**config.mk**
```make
export PLATFORM = sky130hd
export DESIGN_NAME = booth_radix4_multiplier
export DESIGN_NICKNAME = d
export VERILOG_FILES = /design/src/rtl/booth_pkg.sv /design/src/rtl/booth_r4_recoder.sv /design/src/rtl/booth_radix4_multiplier.sv
export SDC_FILE = /design/constraint.sdc
export NUM_CORES = 1
export LEC_CHECK = 0
export CORE_MARGIN = 2
export CORE_UTILIZATION = 60
export DETAILED_ROUTE_END_ITERATION = 10
export PLACE_DENSITY = 0.86
export RECOVER_POWER = 25
export SLEW_MARGIN = 20
export SYNTH_ARGS = -nofsm -noshare
export SYNTH_HDL_FRONTEND = slang
export SYNTH_SLANG_ARGS = --single-unit
```
**constraint.sdc**
```tcl
create_clock -name clk -period 8.7 [get_ports clk]
set_input_delay 1.305 -clock clk [delete_from_list [all_inputs] [get_ports clk]]
set_output_delay 1.305 -clock clk [all_outputs]
set_load 0.005 [all_outputs]
```
**src/rtl/booth_pkg.sv**
```systemverilog
// Shared types and helpers for the radix-4 Booth multiplier.
// Consumed by booth_r4_recoder and booth_radix4_multiplier.
package booth_pkg;

    typedef enum logic [1:0] {
        IDLE,
        CALC,
        DONE
    } state_e;

    typedef enum logic [2:0] {
        ZERO,
        PM,
        P2M,
        M2M,
        MM
    } digit_e;

    // Two multiplier bits retire per iteration over the extended width.
    function automatic int booth_iters(input int width);
        return (width + 2) / 2;
    endfunction

endpackage

```
**src/rtl/booth_r4_recoder.sv**
```systemverilog
// Radix-4 Booth digit recoder: triple -> partial product.
// Purely combinational; result is sign-extended to EW+2 bits.
module booth_r4_recoder
    import booth_pkg::*;
#(
    parameter int EW = 18
) (
    input  logic [2:0]    i_triple,
    input  logic [EW-1:0] i_m_ext,
    output logic [EW+1:0] o_pp
);

    digit_e        w_digit;
    logic [EW+1:0] w_m;

    assign w_m = {{2{i_m_ext[EW-1]}}, i_m_ext};

    always_comb begin
        w_digit = ZERO;
        unique case (i_triple)
            3'b001, 3'b010: w_digit = PM;
            3'b011:         w_digit = P2M;
            3'b100:         w_digit = M2M;
            3'b101, 3'b110: w_digit = MM;
            default:        w_digit = ZERO;
        endcase
    end

    always_comb begin
        o_pp = '0;
        unique case (w_digit)
            PM:      o_pp = w_m;
            P2M:     o_pp = w_m << 1;
            M2M:     o_pp = -(w_m << 1);
            MM:      o_pp = -w_m;
            default: o_pp = '0;
        endcase
    end

endmodule

```
**src/rtl/booth_radix4_multiplier.sv**
```systemverilog
// Iterative radix-4 Booth multiplier, start/busy/done handshake.
// Define BOOTH_UNSIGNED_EN to add the is_signed port (unsigned mode).
module booth_radix4_multiplier
    import booth_pkg::*;
#(
    parameter int WIDTH = 16
) (
    input  logic               clk,
    input  logic               rst_n,
    input  logic               start,
    input  logic [WIDTH-1:0]   multiplicand,
    input  logic [WIDTH-1:0]   multiplier,
`ifdef BOOTH_UNSIGNED_EN
    input  logic               is_signed,
`endif
    output logic               busy,
    output logic               done,
    output logic [2*WIDTH-1:0] product
);

    localparam int EW = WIDTH + 2;
    localparam int N  = booth_iters(WIDTH);
    localparam int CW = $clog2(N + 1);

    state_e              r_state;
    state_e              w_next;
    logic [EW+1:0]       r_acc;
    logic [EW-1:0]       r_q;
    logic [EW-1:0]       r_m;
    logic                r_qm1;
    logic [CW-1:0]       r_cnt;
    logic                r_busy;
    logic                r_done;
    logic [2*WIDTH-1:0]  r_product;

    logic                w_sext;
    logic [EW-1:0]       w_m_ext;
    logic [EW-1:0]       w_q_ext;
    logic [EW+1:0]       w_pp;
    logic [EW+1:0]       w_sum;
    logic [2*EW+1:0]     w_full;
    logic                w_unused;

`ifdef BOOTH_UNSIGNED_EN
    assign w_sext = is_signed;
`else
    assign w_sext = 1'b1;
`endif

    assign w_m_ext = {{2{w_sext & multiplicand[WIDTH-1]}}, multiplicand};
    assign w_q_ext = {{2{w_sext & multiplier[WIDTH-1]}}, multiplier};

    booth_r4_recoder #(
        .EW(EW)
    ) u_recoder (
        .i_triple (  {r_q[1:0], r_qm1}),
        .i_m_ext  (  r_m),
        .o_pp     (  w_pp)
    );

    assign w_sum    = r_acc + w_pp;
    assign w_full   = {r_acc, r_q};
    assign w_unused = ^w_full[2*EW+1:2*WIDTH];

    always_ff @(posedge clk) begin
        if (!rst_n) r_state <= IDLE;
        else        r_state <= w_next;
    end

    always_comb begin
        w_next = r_state;
        unique case (r_state)
            IDLE: if (start) w_next = CALC;
            CALC: if (r_cnt == CW'(1)) w_next = DONE;
            DONE: w_next = IDLE;
            default: w_next = IDLE;
        endcase
    end

    always_ff @(posedge clk) begin
        if (!rst_n) begin
            r_acc     <= '0;
            r_q       <= '0;
            r_m       <= '0;
            r_qm1     <= 1'b0;
            r_cnt     <= '0;
            r_busy    <= 1'b0;
            r_done    <= 1'b0;
            r_product <= '0;
        end else begin
            r_done <= 1'b0;
            unique case (r_state)
                IDLE: begin
                    if (start) begin
                        r_m    <= w_m_ext;
                        r_q    <= w_q_ext;
                        r_acc  <= '0;
                        r_qm1  <= 1'b0;
                        r_cnt  <= CW'(N);
                        r_busy <= 1'b1;
                    end
                end
                CALC: begin
                    // Add digit, then arithmetic shift {A,Q,q-1} right by two.
                    r_acc <= {{2{w_sum[EW+1]}}, w_sum[EW+1:2]};
                    r_q   <= {w_sum[1:0], r_q[EW-1:2]};
                    r_qm1 <= r_q[1];
                    r_cnt <= r_cnt - CW'(1);
                end
                DONE: begin
                    r_product <= w_full[2*WIDTH-1:0];
                    r_done    <= 1'b1;
                    r_busy    <= 1'b0;
                end
                default: ;
            endcase
        end
    end

    assign busy    = r_busy;
    assign done    = r_done;
    assign product = r_product;

endmodule

```
== Word-level counts from Yosys, hierarchy flattened ==
Cells that the tools add are included.

* Flip-flop bits (word level): 95
* Bits of input ports: 35
* Output and inout bits: 34

* Mux-type cells: 16
* Reduce and logical (&&, ||, !) cells: 9
* Add/subtract/negate cells: 4
* Equality and inequality tests: 15

{| class="wikitable"
|+ Operator list
! kind !! number
|-
| $pmux 20 s4 || 1
|-
| $neg 20->20 || 2
|-
| $pmux 20 s2 || 1
|-
| $pmux 18 s2 || 1
|-
| $add 20x20->20 || 1
|-
| $mux 20 || 1
|-
| $mux 18 || 1
|-
| $eq 3x2->1 const B || 4
|-
| $eq 3x3->1 const B || 4
|-
| $pmux 3 s4 || 1
|-
| $pmux 4 s2 || 1
|-
| $reduce_and 2->1 || 4
|-
| $eq 3x1->1 const B || 2
|-
| $eq 4x1->1 const B || 1
|-
| $mux 2 || 2
|-
| $mux 4 || 1
|-
| $ne 2x2->1 const B || 2
|-
| $pmux 1 s2 || 2
|-
| $pmux 2 s2 || 1
|-
| $reduce_bool 2->1 || 2
|-
| $reduce_or 2->1 || 2
|-
| $sub 4x1->4 const B || 1
|-
| $mux 1 || 3
|-
| $eq 2x1->1 const B || 1
|-
| other kinds (2) || 2
|}

== Longest topological paths before layout ==
Gate-level depths: netlist (run 1).

* Depth in word-level cells: 7
* Gate-level depth with buffers: 19

== Modules after synthesis ==
Synthesis (run 1) repeated with hierarchy kept, for this count alone.

* Cell total of the unflattened synthesis: 649
* Area, all modules: 5293.8 µm²

{| class="wikitable"
|+ By module, submodules not included
! module !! times used !! area an instance (µm²) !! cells each !! seq. area each (µm²)
|-
| booth_radix4_multiplier || 1 || 4151.5 || 467 || 1861.8
|-
| booth_r4_recoder || 1 || 1142.3 || 182 || 0.0
|}

== Worst setup path after synthesis (run 1) ==
OpenSTA, ideal clock, no wires.

* Kind: register to register
* Start: register r_m[0]
* End: register r_acc[18]
* Path buffers: 0
* Stages on the path, launching flop included: 19
* Path slack: 4.852 ns
* Clock period less this slack: 3.848 ns
* Arrival time: 3.731 ns
* Path through: dfxtp_1 -> inv_1 -> ha_1 -> or3b_4 -> or4_4 -> nor3_2 -> nand2b_1 -> xnor2_1 -> a221oi_2 -> a31oi_1 -> ha_1 -> a211oi_1 -> o21bai_1 -> nand3_1 -> a31oi_1 -> a311oi_1 -> xnor2_2 -> o21bai_1 -> a22o_1

* Cells in the longest elaborated chain, start to end: 4
* Elaborated cells on any way between the ends: 5
* Classes of those cells: 3 x add/sub; 2 x mux

{| class="wikitable"
|+ RTL lines
! element !! RTL line !! source
|-
| start, declared || booth_radix4_multiplier.sv:29 || <nowiki>logic [EW-1:0] r_m;</nowiki>
|-
| start signal, assigned || booth_radix4_multiplier.sv:95 || <nowiki>r_m <= w_m_ext;</nowiki>
|-
| $neg 20->20, on equally long branches || booth_r4_recoder.sv:35, booth_r4_recoder.sv:34 ||
|-
| $pmux 20 s4 (*) || booth_r4_recoder.sv:31 || <nowiki>unique case (w_digit)</nowiki>
|-
| $add 20x20->20 (*) || booth_radix4_multiplier.sv:61 || <nowiki>assign w_sum = r_acc + w_pp;</nowiki>
|-
| $pmux 20 s2 (*) || booth_radix4_multiplier.sv:92 || <nowiki>unique case (r_state)</nowiki>
|-
| end signal, assigned || booth_radix4_multiplier.sv:105 || <nowiki>r_acc <= {{2{w_sum[EW+1]}}, w_sum[EW+1:2]};</nowiki>
|-
| end, declared || booth_radix4_multiplier.sv:27 || <nowiki>logic [EW+1:0] r_acc;</nowiki>
|}

Every way passes the cells marked *; elsewhere a longest branch is shown, timed or not.
A chain may end at the register's enable or synchronous reset.

== Final worst setup path (run 1) ==
Ends and elaborated chain as after synthesis.

==> results.toml, run 1 <==
[route]
dr.pass1.iters = 5
wl_met1_um = 5840
vias = 4784
dr.first_iter.drc_count = 203
via_per_inst = 6.02
highest_layer = "met4"
drc = 0
dr_wl_met2_um = 5850
dr_wl_met3_um = 619
ant_nets = 0
totalWireLength_um = 12500
routedWlPerCell_um = 15.7

[global_route]
track_usage_pct = 26.2
grt_max_degree = 49
grt_pass1_wl_um = 20800
antenna_found_initial = 0
grt-ovfl-total = 0
grt_pass1_vias = 4433

[outcome]
violations = "max-capacitance violations, max-slew violations"
status = "complete, but fails checks"

[timing]
setup_ws_ns = 4.47
fin_tns_setup_ns = 0
hold_viol = 0
fmax_mhz = 237
drv_slew = 37
worst_pin_slew_ns = 1.56
min_period_ns = 4.23
fin_worst_skew_ns = 0.0113
rsz0062_at_grt = "no"
relSlewSlack_pct = -3.78
fin_crit_sh_pct = 48.6
hold_ws_ns = 0.467
finalSetupViolCount = 0

[floorplan]
dieArea_um2 = 9380
die_h_um = 96.9
rows = 33
dieWidth_um = 96.9
io_pins = 69
core_um2 = 8300
initial_core_util_pct = 62.3

[clock_tree]
cts_tree = "built"
insertion_delay_ns = 0.37
cts_sinks = 93
ctsHoldBuffers = 0
postCtsSetupRepairBufs = 0
numCtsBuffers = 9
clockRootBuffer = "clkbuf_8"
clk_path_buf_depth = 2
htree_levels = 3
cts_resized = 0
path_clk_slew_ns = 0.09

[yosys]
ys_warn_count = 0
yosys_register_bits = 93
synthFlopType = "dfxtp_1"
ys_types = 55
avgSynthCellArea_um2 = 8.00
async_flop_share_pct = 0
synth_area_leader_cell = "dfxtp_1"
synth_top_area_share_pct = 36.0
ys_top_cells_by_area = "dfxtp_1, nand2_1, a21oi_1"
syn_inst = 647
ys_seq_area_share_pct = 36.0
synth_commonest_cells = "nand2_1, dfxtp_1, a21oi_1"
synth_edf_count = 0
syn_area_um2 = 5170
synthMostInstantiatedCell = "nand2_1"
syn_nets = 705

[setup_path]
crit_chain = "inv_1, ha_1, or3b_4, or4_4, nor2_1, nor2_1, o221ai_1, o21ai_0, ha_1, a21oi_1, nand2_1, o31ai_1, o21ai_1, a311oi_1, xnor2_2, o21bai_1, a22o_1"
rr_endpoint = "r_acc[18]"
max_stage_delay_ns = 0.45
worst-path-buf-inv = 1
required_ns = 8.97
cp_max_fo = 5
cp-end-kind = "flop"
critPathKind = "flop to flop"
start_kind = "flop"
reg2reg_depth = 17
arrival_ns = 4.49
ff2ff_setup_slack_ns = 4.47
cp_slowest_cell = "or4_4"
cp_top_family = "compound AO/OA/AOI/OAI gates"
r2r-start = "r_m[0]"

[power_and_ir_drop]
total_power_uw = 981
vdd_ir_drop_max_mv = 0.113
p_leak_nw = 2.37
powerDensity_nw_per_um2 = 162

[min_path]
hp-start = "busy"
hold_depth = 1
min_to = "busy"
hold_class = "flop to flop"

[place]
gp_congestion = 0.907
port_buffers = 68
dpl.hpwl_um = 8960
pre_cts_ws_ns = 4.51
place_area_um2 = 5850

[final_layout]
drive_above_1_share_pct = 5.80
nets = 743
n_antenna_cell = 0
final_cell_area_um2 = 6040
syn_to_final_growth_pct = 16.8

[job]
cap_violations = 1
worst reg2reg max path, stage by stage (launching register included):
cell	delay [ns]
dfxtp_1	0.34
inv_1	0.09
ha_1	0.19
or3b_4	0.43
or4_4	0.45
nor2_1	0.22
nor2_1	0.07
o221ai_1	0.17
o21ai_0	0.12
ha_1	0.34
a21oi_1	0.19
nand2_1	0.07
o31ai_1	0.36
o21ai_1	0.21
a311oi_1	0.43
xnor2_2	0.16
o21bai_1	0.08
a22o_1	0.18
per-stage QoR:
step | utilization, % | instances
finish | 72.8 | 795
floorplan | - | 647
global placement | 70.5 | 779
global route | 72.8 | 795
detailed placement | 70.5 | 779
CTS | 72.8 | 795
per-layer routing:
metal,track usage [%],vias up
met1,35.9,2238
met5,0,-
met2,43.1,154
met4,7.48,0
met3,3.97,17
li1,-,2375
state kept, by name, summed over array words and instances (netlist names):
register,count
busy,1
r_cnt,4
r_state,2
product,32
done,1
r_qm1,1
r_m,16
r_acc,18
r_q,18
cells in the final DEF (no fill, tap or decap), types with 5 or more instances in the layout:
cell / instances
xnor2_1: 23
buf_4: 7
nand3_1: 16
ha_1: 22
a221oi_1: 6
a31oi_1: 10
dfxtp_1: 93
dlygate4sd3_1: 27
a22o_1: 34
a22oi_1: 17
a211oi_1: 6
xor2_1: 8
nor2b_1: 5
inv_1: 19
a21o_1: 6
o22ai_1: 5
nand2_1: 102
o21ai_0: 32
nand2b_1: 14
nor2_1: 41
a21oi_1: 74
clkdlybuf4s50_1: 41
clkbuf_8: 9
worst max path at each step:
stage,from,endpoint,cells after the start
floorplan,r_m[0],r_acc[18],18
global placement,r_m[0],r_acc[18],17
detailed placement,r_m[0],r_acc[18],17
CTS,r_m[0],r_acc[18],17
global route,r_m[1],r_acc[18],17
finish,r_m[0],r_acc[18],17
area by class of cell:
type | count | area (um2)
Timing Repair Buffer | 76 | 737
Inverter | 19 | 71.3
Clock buffer | 10 | 128
Tap cell | 105 | 131
Clock inverter | 6 | 63.8
Sequential cell | 93 | 1860
Multi-Input combinational cell | 486 | 3050
Fill cell | 666 | 2260
kinds of logic after synthesis:
kind of cell / synth area share (%)
AO/OA/AOI/OAI: 27.4
AND/OR/NAND/NOR: 19.1
flip-flops: 36.0
buffers and inverters: 5.27
XOR/XNOR: 5.56
adder cells (fa/ha/maj): 5.71
multiplexers: 0.992
report_power, final:
part | total [mW] | internal, mW | switching (mW) | leakage [nW]
logic | 0.224 | 0.0936 | 0.131 | 1.52
clock network | 0.288 | 0.113 | 0.176 | 0.0941
registers | 0.468 | 0.445 | 0.0232 | 0.756
(Power assumes the default switching activity.)
==> run 2: changes to the inputs <==
--- a/config.mk
+++ b/config.mk
@@ -6,9 +6,9 @@
 export NUM_CORES = 1
 export LEC_CHECK = 0
 export CORE_MARGIN = 2
-export CORE_UTILIZATION = 60
+export CORE_UTILIZATION = 56
 export DETAILED_ROUTE_END_ITERATION = 10
-export PLACE_DENSITY = 0.86
+export PLACE_DENSITY = 0.81
 export RECOVER_POWER = 25
 export SLEW_MARGIN = 20
 export SYNTH_ARGS = -nofsm -noshare
==> constraint.sdc (replaced) <==
create_clock -name clk -period 4.2 [get_ports clk]
set_input_delay 0.63 -clock clk [delete_from_list [all_inputs] [get_ports clk]]
set_output_delay 0.63 -clock clk [all_outputs]
set_load 0.005 [all_outputs]
==> run 2 against run 1 <==
Against the previous run:
- the flow now finishes without violations
- maximum frequency grew 6.5%
- largest power group unchanged
- worst setup slack lost 4.2 ns
- total power grew 110%
- global-route usage shrank 0.85 points
- routed wire length grew 1.4%
- cell area grew 1.6%
- largest cell class unchanged
- combinational power grew 110%
- via count grew 1.8%
- die area grew 6.8%
==> results.toml, run 2 (synthesized netlist as in run 1, its figures left out) <==
[timing]
fin_tns_setup_ns = 0
finalSetupViolCount = 0
relSlewSlack_pct = 0.572
rsz0062_at_grt = "yes"
fin_crit_sh_pct = 94.5
min_period_ns = 3.97
hold_viol = 0
fin_worst_skew_ns = 0.0200
hold_ws_ns = 0.464
worst_pin_slew_ns = 1.49
fmax_mhz = 252
drv_slew = 0
setup_ws_ns = 0.232

[floorplan]
core_um2 = 9110
die_h_um = 100
rows = 35
dieWidth_um = 100
io_pins = 69
initial_core_util_pct = 56.8
dieArea_um2 = 10000

[route]
dr.first_iter.drc_count = 240
dr.pass1.iters = 4
drc = 0
via_per_inst = 6.01
routedWlPerCell_um = 15.6
totalWireLength_um = 12700
vias = 4868
ant_nets = 0

[place]
dpl.cell_count = 794
dpl.hpwl_um = 9060
place_area_um2 = 5930
gp_congestion = 0.952
port_buffers = 68
pre_cts_ws_ns = 0.0906

[clock_tree]
path_clk_slew_ns = 0.11
clockRootBuffer = "clkbuf_8"
cts_sinks = 93
insertion_delay_ns = 0.38
postCtsSetupRepairBufs = 0
ctsHoldBuffers = 0
clk_path_buf_depth = 2
numCtsBuffers = 9
cts_resized = 0
cts_tree = "built"
htree_levels = 3

[global_route]
antenna_found_initial = 0
grt_pass1_vias = 4427
track_usage_pct = 25.4
grt_max_degree = 49
grt_pass1_wl_um = 20800
grt-ovfl-total = 0

[final_layout]
layout_commonest_cell = "nand2_1"
nets = 752
drive_above_1_share_pct = 7.73
fillers = 752
largest_reg_flops = 32
layout_common_cells = "nand2_1, dfxtp_1, a21oi_1"
n_antenna_cell = 0
fin_util_pct = 67.4
fin_cells = 810
final_cell_area_um2 = 6140
syn_to_final_growth_pct = 18.6

[power_and_ir_drop]
vdd_ir_drop_max_mv = 0.216
p_leak_nw = 2.33
powerDensity_nw_per_um2 = 333
total_power_mw = 2.04

[job]
cap_violations = 0

[min_path]
hold_class = "flop to flop"

[setup_path]
cp-end-kind = "flop"
cp_max_fo = 5
critPathKind = "flop to flop"
start_kind = "flop"
ff2ff_setup_slack_ns = 0.23
required_ns = 4.47
arrival_ns = 4.24

[outcome]
status = "complete, no violations"
-- run 2: cell count changes in the layout (fill, tap and decap cells not counted), moves of 2 or more --
| cell | change |
|---|---|
| a21oi_2 | +2 |
| dlygate4sd3_1 | -26 |
| a21oi_1 | -2 |
| buf_4 | +9 |
| clkdlybuf4s50_1 | +26 |
-- run 2: worst max-delay path: stages, from the launching register on --
cell and delay (ns):
dfxtp_1 0.34, inv_1 0.10, ha_1 0.20, or3b_4 0.42, or4_4 0.45, nor3_2 0.20
nand2b_1 0.15, xnor2_1 0.09, a221oi_2 0.28, a31oi_1 0.07, ha_1 0.32, a211oi_1 0.22
o21bai_1 0.13, nand3_1 0.09, a31oi_1 0.11, a311oi_2 0.27, xnor2_2 0.16, o21bai_1 0.08
a22o_1 0.18
-- run 2: area by class of cell --
| type | count | area (um2) | share of cell area (%) |
|---|---|---|---|
| Tap cell | 111 | 139 | 2.26 |
| Multi-Input combinational cell | 486 | 3070 | 50.0 |
| Clock inverter | 6 | 63.8 | 1.04 |
| Clock buffer | 10 | 128 | 2.08 |
| Inverter | 19 | 71.3 | 1.16 |
| Sequential cell | 93 | 1860 | 30.3 |
| Timing Repair Buffer | 85 | 805 | 13.1 |
-- run 2: per-layer routing --
metal / wire (um) / GRT usage (%) / up-vias
met5: 0 / 0 / -
met2: 5810 / 40.0 / 153
met4: 223 / 8.64 / 0
li1: - / - / 2395
met1: 6040 / 35.3 / 2297
met3: 602 / 4.46 / 23
-- run 2: where the power goes --
part	switching (mW)	total (mW)	internal, mW	leakage [nW]
sequential	0.0478	0.970	0.922	0.756
combinational	0.274	0.479	0.204	1.48
clock	0.362	0.595	0.233	0.0941
-- run 2: path summary, 6_finish.rpt --
| kind | start | to | depth (start not counted) |
|---|---|---|---|
| setup reg to reg | r_m[0] | r_acc[18] | 18 |
| hold / removal | r_acc[16] | r_acc[16] | 2 |
| setup / recovery | r_m[0] | r_acc[18] | 18 |
| hold reg to reg | r_acc[16] | r_acc[16] | 2 |
==> run 3: changes to the inputs <==
--- a/config.mk
+++ b/config.mk
@@ -10,6 +10,7 @@
 export DETAILED_ROUTE_END_ITERATION = 10
 export PLACE_DENSITY = 0.81
 export RECOVER_POWER = 25
+export REMOVE_ABC_BUFFERS = 1
 export SLEW_MARGIN = 20
 export SYNTH_ARGS = -nofsm -noshare
 export SYNTH_HDL_FRONTEND = slang
==> run 3 against run 2 <==
Against the previous run:
- clock skew fell by 0.0089 ns
- worst setup slack improved by 0.0044 ns
- critical path depth did not move
- cell count fell by 0.37%
- maximum frequency rose by 0.11%
- non-clock buffer count fell by 3
- total power fell by 0.18%
- clock-buffer cell count fell by 1
- cell area fell by 0.14%
- critical endpoint is now r_acc[15]
- largest cell class unchanged
==> results.toml, run 3 (synthesized netlist as in run 1, its figures left out) <==
[place]
dpl.hpwl_um = 8790
port_buffers = 68
gp_congestion = 0.910

[setup_path]
required_ns = 4.45
arrival_ns = 4.22
rr_endpoint = "r_acc[15]"
critPathKind = "flop to flop"
r2r-start = "r_m[0]"
reg2reg_depth = 18
cp_max_fo = 5
ff2ff_setup_slack_ns = 0.24
start_kind = "flop"
cp-end-kind = "flop"

[outcome]
status = "complete, no violations"

[power_and_ir_drop]
p_leak_nw = 2.41
vdd_ir_drop_max_mv = 0.211
total_power_mw = 2.04
powerDensity_nw_per_um2 = 333

[clock_tree]
path_clk_slew_ns = 0.10
clockRootBuffer = "clkbuf_8"
cts_sinks = 93
cts_tree = "built"
clk_path_buf_depth = 2
numCtsBuffers = 9
postCtsSetupRepairBufs = 0
ctsHoldBuffers = 0
insertion_delay_ns = 0.38
htree_levels = 3

[route]
routedWlPerCell_um = 15.8
drc = 0
ant_nets = 0
totalWireLength_um = 12700
vias = 4897
via_per_inst = 6.07
dr.first_iter.drc_count = 253
dr.pass1.iters = 5

[floorplan]
dieArea_um2 = 10000
core_um2 = 9110
rows = 35
die_h_um = 100
io_pins = 69
dieWidth_um = 100
initial_core_util_pct = 56.8

[min_path]
min_to = "r_acc[16]"
hp-start = "r_acc[16]"
hold_depth = 2
hold_class = "flop to flop"

[global_route]
grt_pass1_wl_um = 20800
grt-ovfl-total = 0
track_usage_pct = 25.5
grt_max_degree = 49
grt_pass1_vias = 4389
antenna_found_initial = 0

[timing]
relSlewSlack_pct = 17.0
fin_worst_skew_ns = 0.0111
drv_slew = 0
min_period_ns = 3.96
worst_pin_slew_ns = 1.24
hold_ws_ns = 0.471
fin_crit_sh_pct = 94.4
fmax_mhz = 252
finalSetupViolCount = 0
hold_viol = 0

[final_layout]
layout_commonest_cell = "nand2_1"
largest_reg_flops = 32
nets = 749
fillers = 770
regArea_um2 = 1860
n_antenna_cell = 0
fin_util_pct = 67.3
syn_to_final_growth_pct = 18.5
multiInputGateArea_um2 = 3080
drive_above_1_share_pct = 7.61
layout_common_cells = "nand2_1, dfxtp_1, a21oi_1"

[job]
cap_violations = 0
## run 3: cell count changes in the layout (fill, tap and decap cells not counted), moves of 2 or more
cell / change
buf_4: -2
clkbuf_1: -2
clkdlybuf4s50_1: -25
dlygate4sd3_1: +25
## run 3: routing by layer
layer / global-route usage [%] / up-vias / share of wire (%)
met5: 0 / - / 0
met4: 10.0 / 0 / 2.5
met3: 3.13 / 31 / 4.6
met2: 42.6 / 158 / 47
met1: 33.5 / 2316 / 46
li1: - / 2392 / -
## run 3: metrics by stage
stage          worst slack [ns]  instance area (um2)  cells  setup TNS, ns
3_5_place_dp             0.0801                 5910    791              0
2_1_floorplan             0.300                 4970    598              0
4_1_cts                  0.0618                 6100    807              0
5_1_grt                -0.00795                 6130    807        -0.0124
6_report                  0.237                 6130    807              0
3_3_place_gp              0.203                 5910    791              0
## run 3: repair_timing
| action | in CTS | in global routing |
|---|---|---|
| gates resized for setup | 0 | 7 |
| hold endpoints to repair | 0 | 0 |
| endpoints found under the setup margin | 0 | 4 |
## run 3: worst max-delay path by stage
stage,from,end,slack [ns],cells past startpoint
6_report,r_m[0],r_acc[15],0.24,18
5_1_grt,r_m[0],r_acc[10],-0.008,20
4_1_cts,r_m[0],r_acc[18],0.06,17
3_5_place_dp,r_m[0],r_acc[18],0.08,17
3_3_place_gp,r_m[0],r_acc[18],0.20,17
2_1_floorplan,r_m[0],r_acc[18],0.30,18
## run 3: layout make-up
type                    count  share of cell area (%)
multi-input cells         486                    50.2
flip-flops and latches     93                    30.4
repair buffers             82                    12.8
well taps                 111                    2.27
clock buffers               9                    2.02
inverters                  19                    1.16
clock inverters             7                    1.12
## run 3: worst max-delay path: stages, from the launching register on
cell,delay (ns)
dfxtp_1,0.35
inv_1,0.10
ha_2,0.20
or3b_4,0.42
or4_4,0.47
nor2_1,0.15
nor2_1,0.06
o221ai_1,0.16
o21ai_0,0.12
ha_1,0.36
a21oi_1,0.19
nand2_1,0.09
o31ai_2,0.31
o21ai_2,0.12
buf_4,0.16
a31oi_1,0.22
o21ai_0,0.14
xnor2_1,0.14
o21ai_0,0.08
## run 3: where the power goes
part	switching [mW]	total (mW)	internal (mW)	leakage, nW
logic	0.278	0.479	0.201	1.56
clock network	0.358	0.588	0.230	0.0964
registers	0.0511	0.973	0.922	0.756
total	0.686	2.04	1.35	2.41
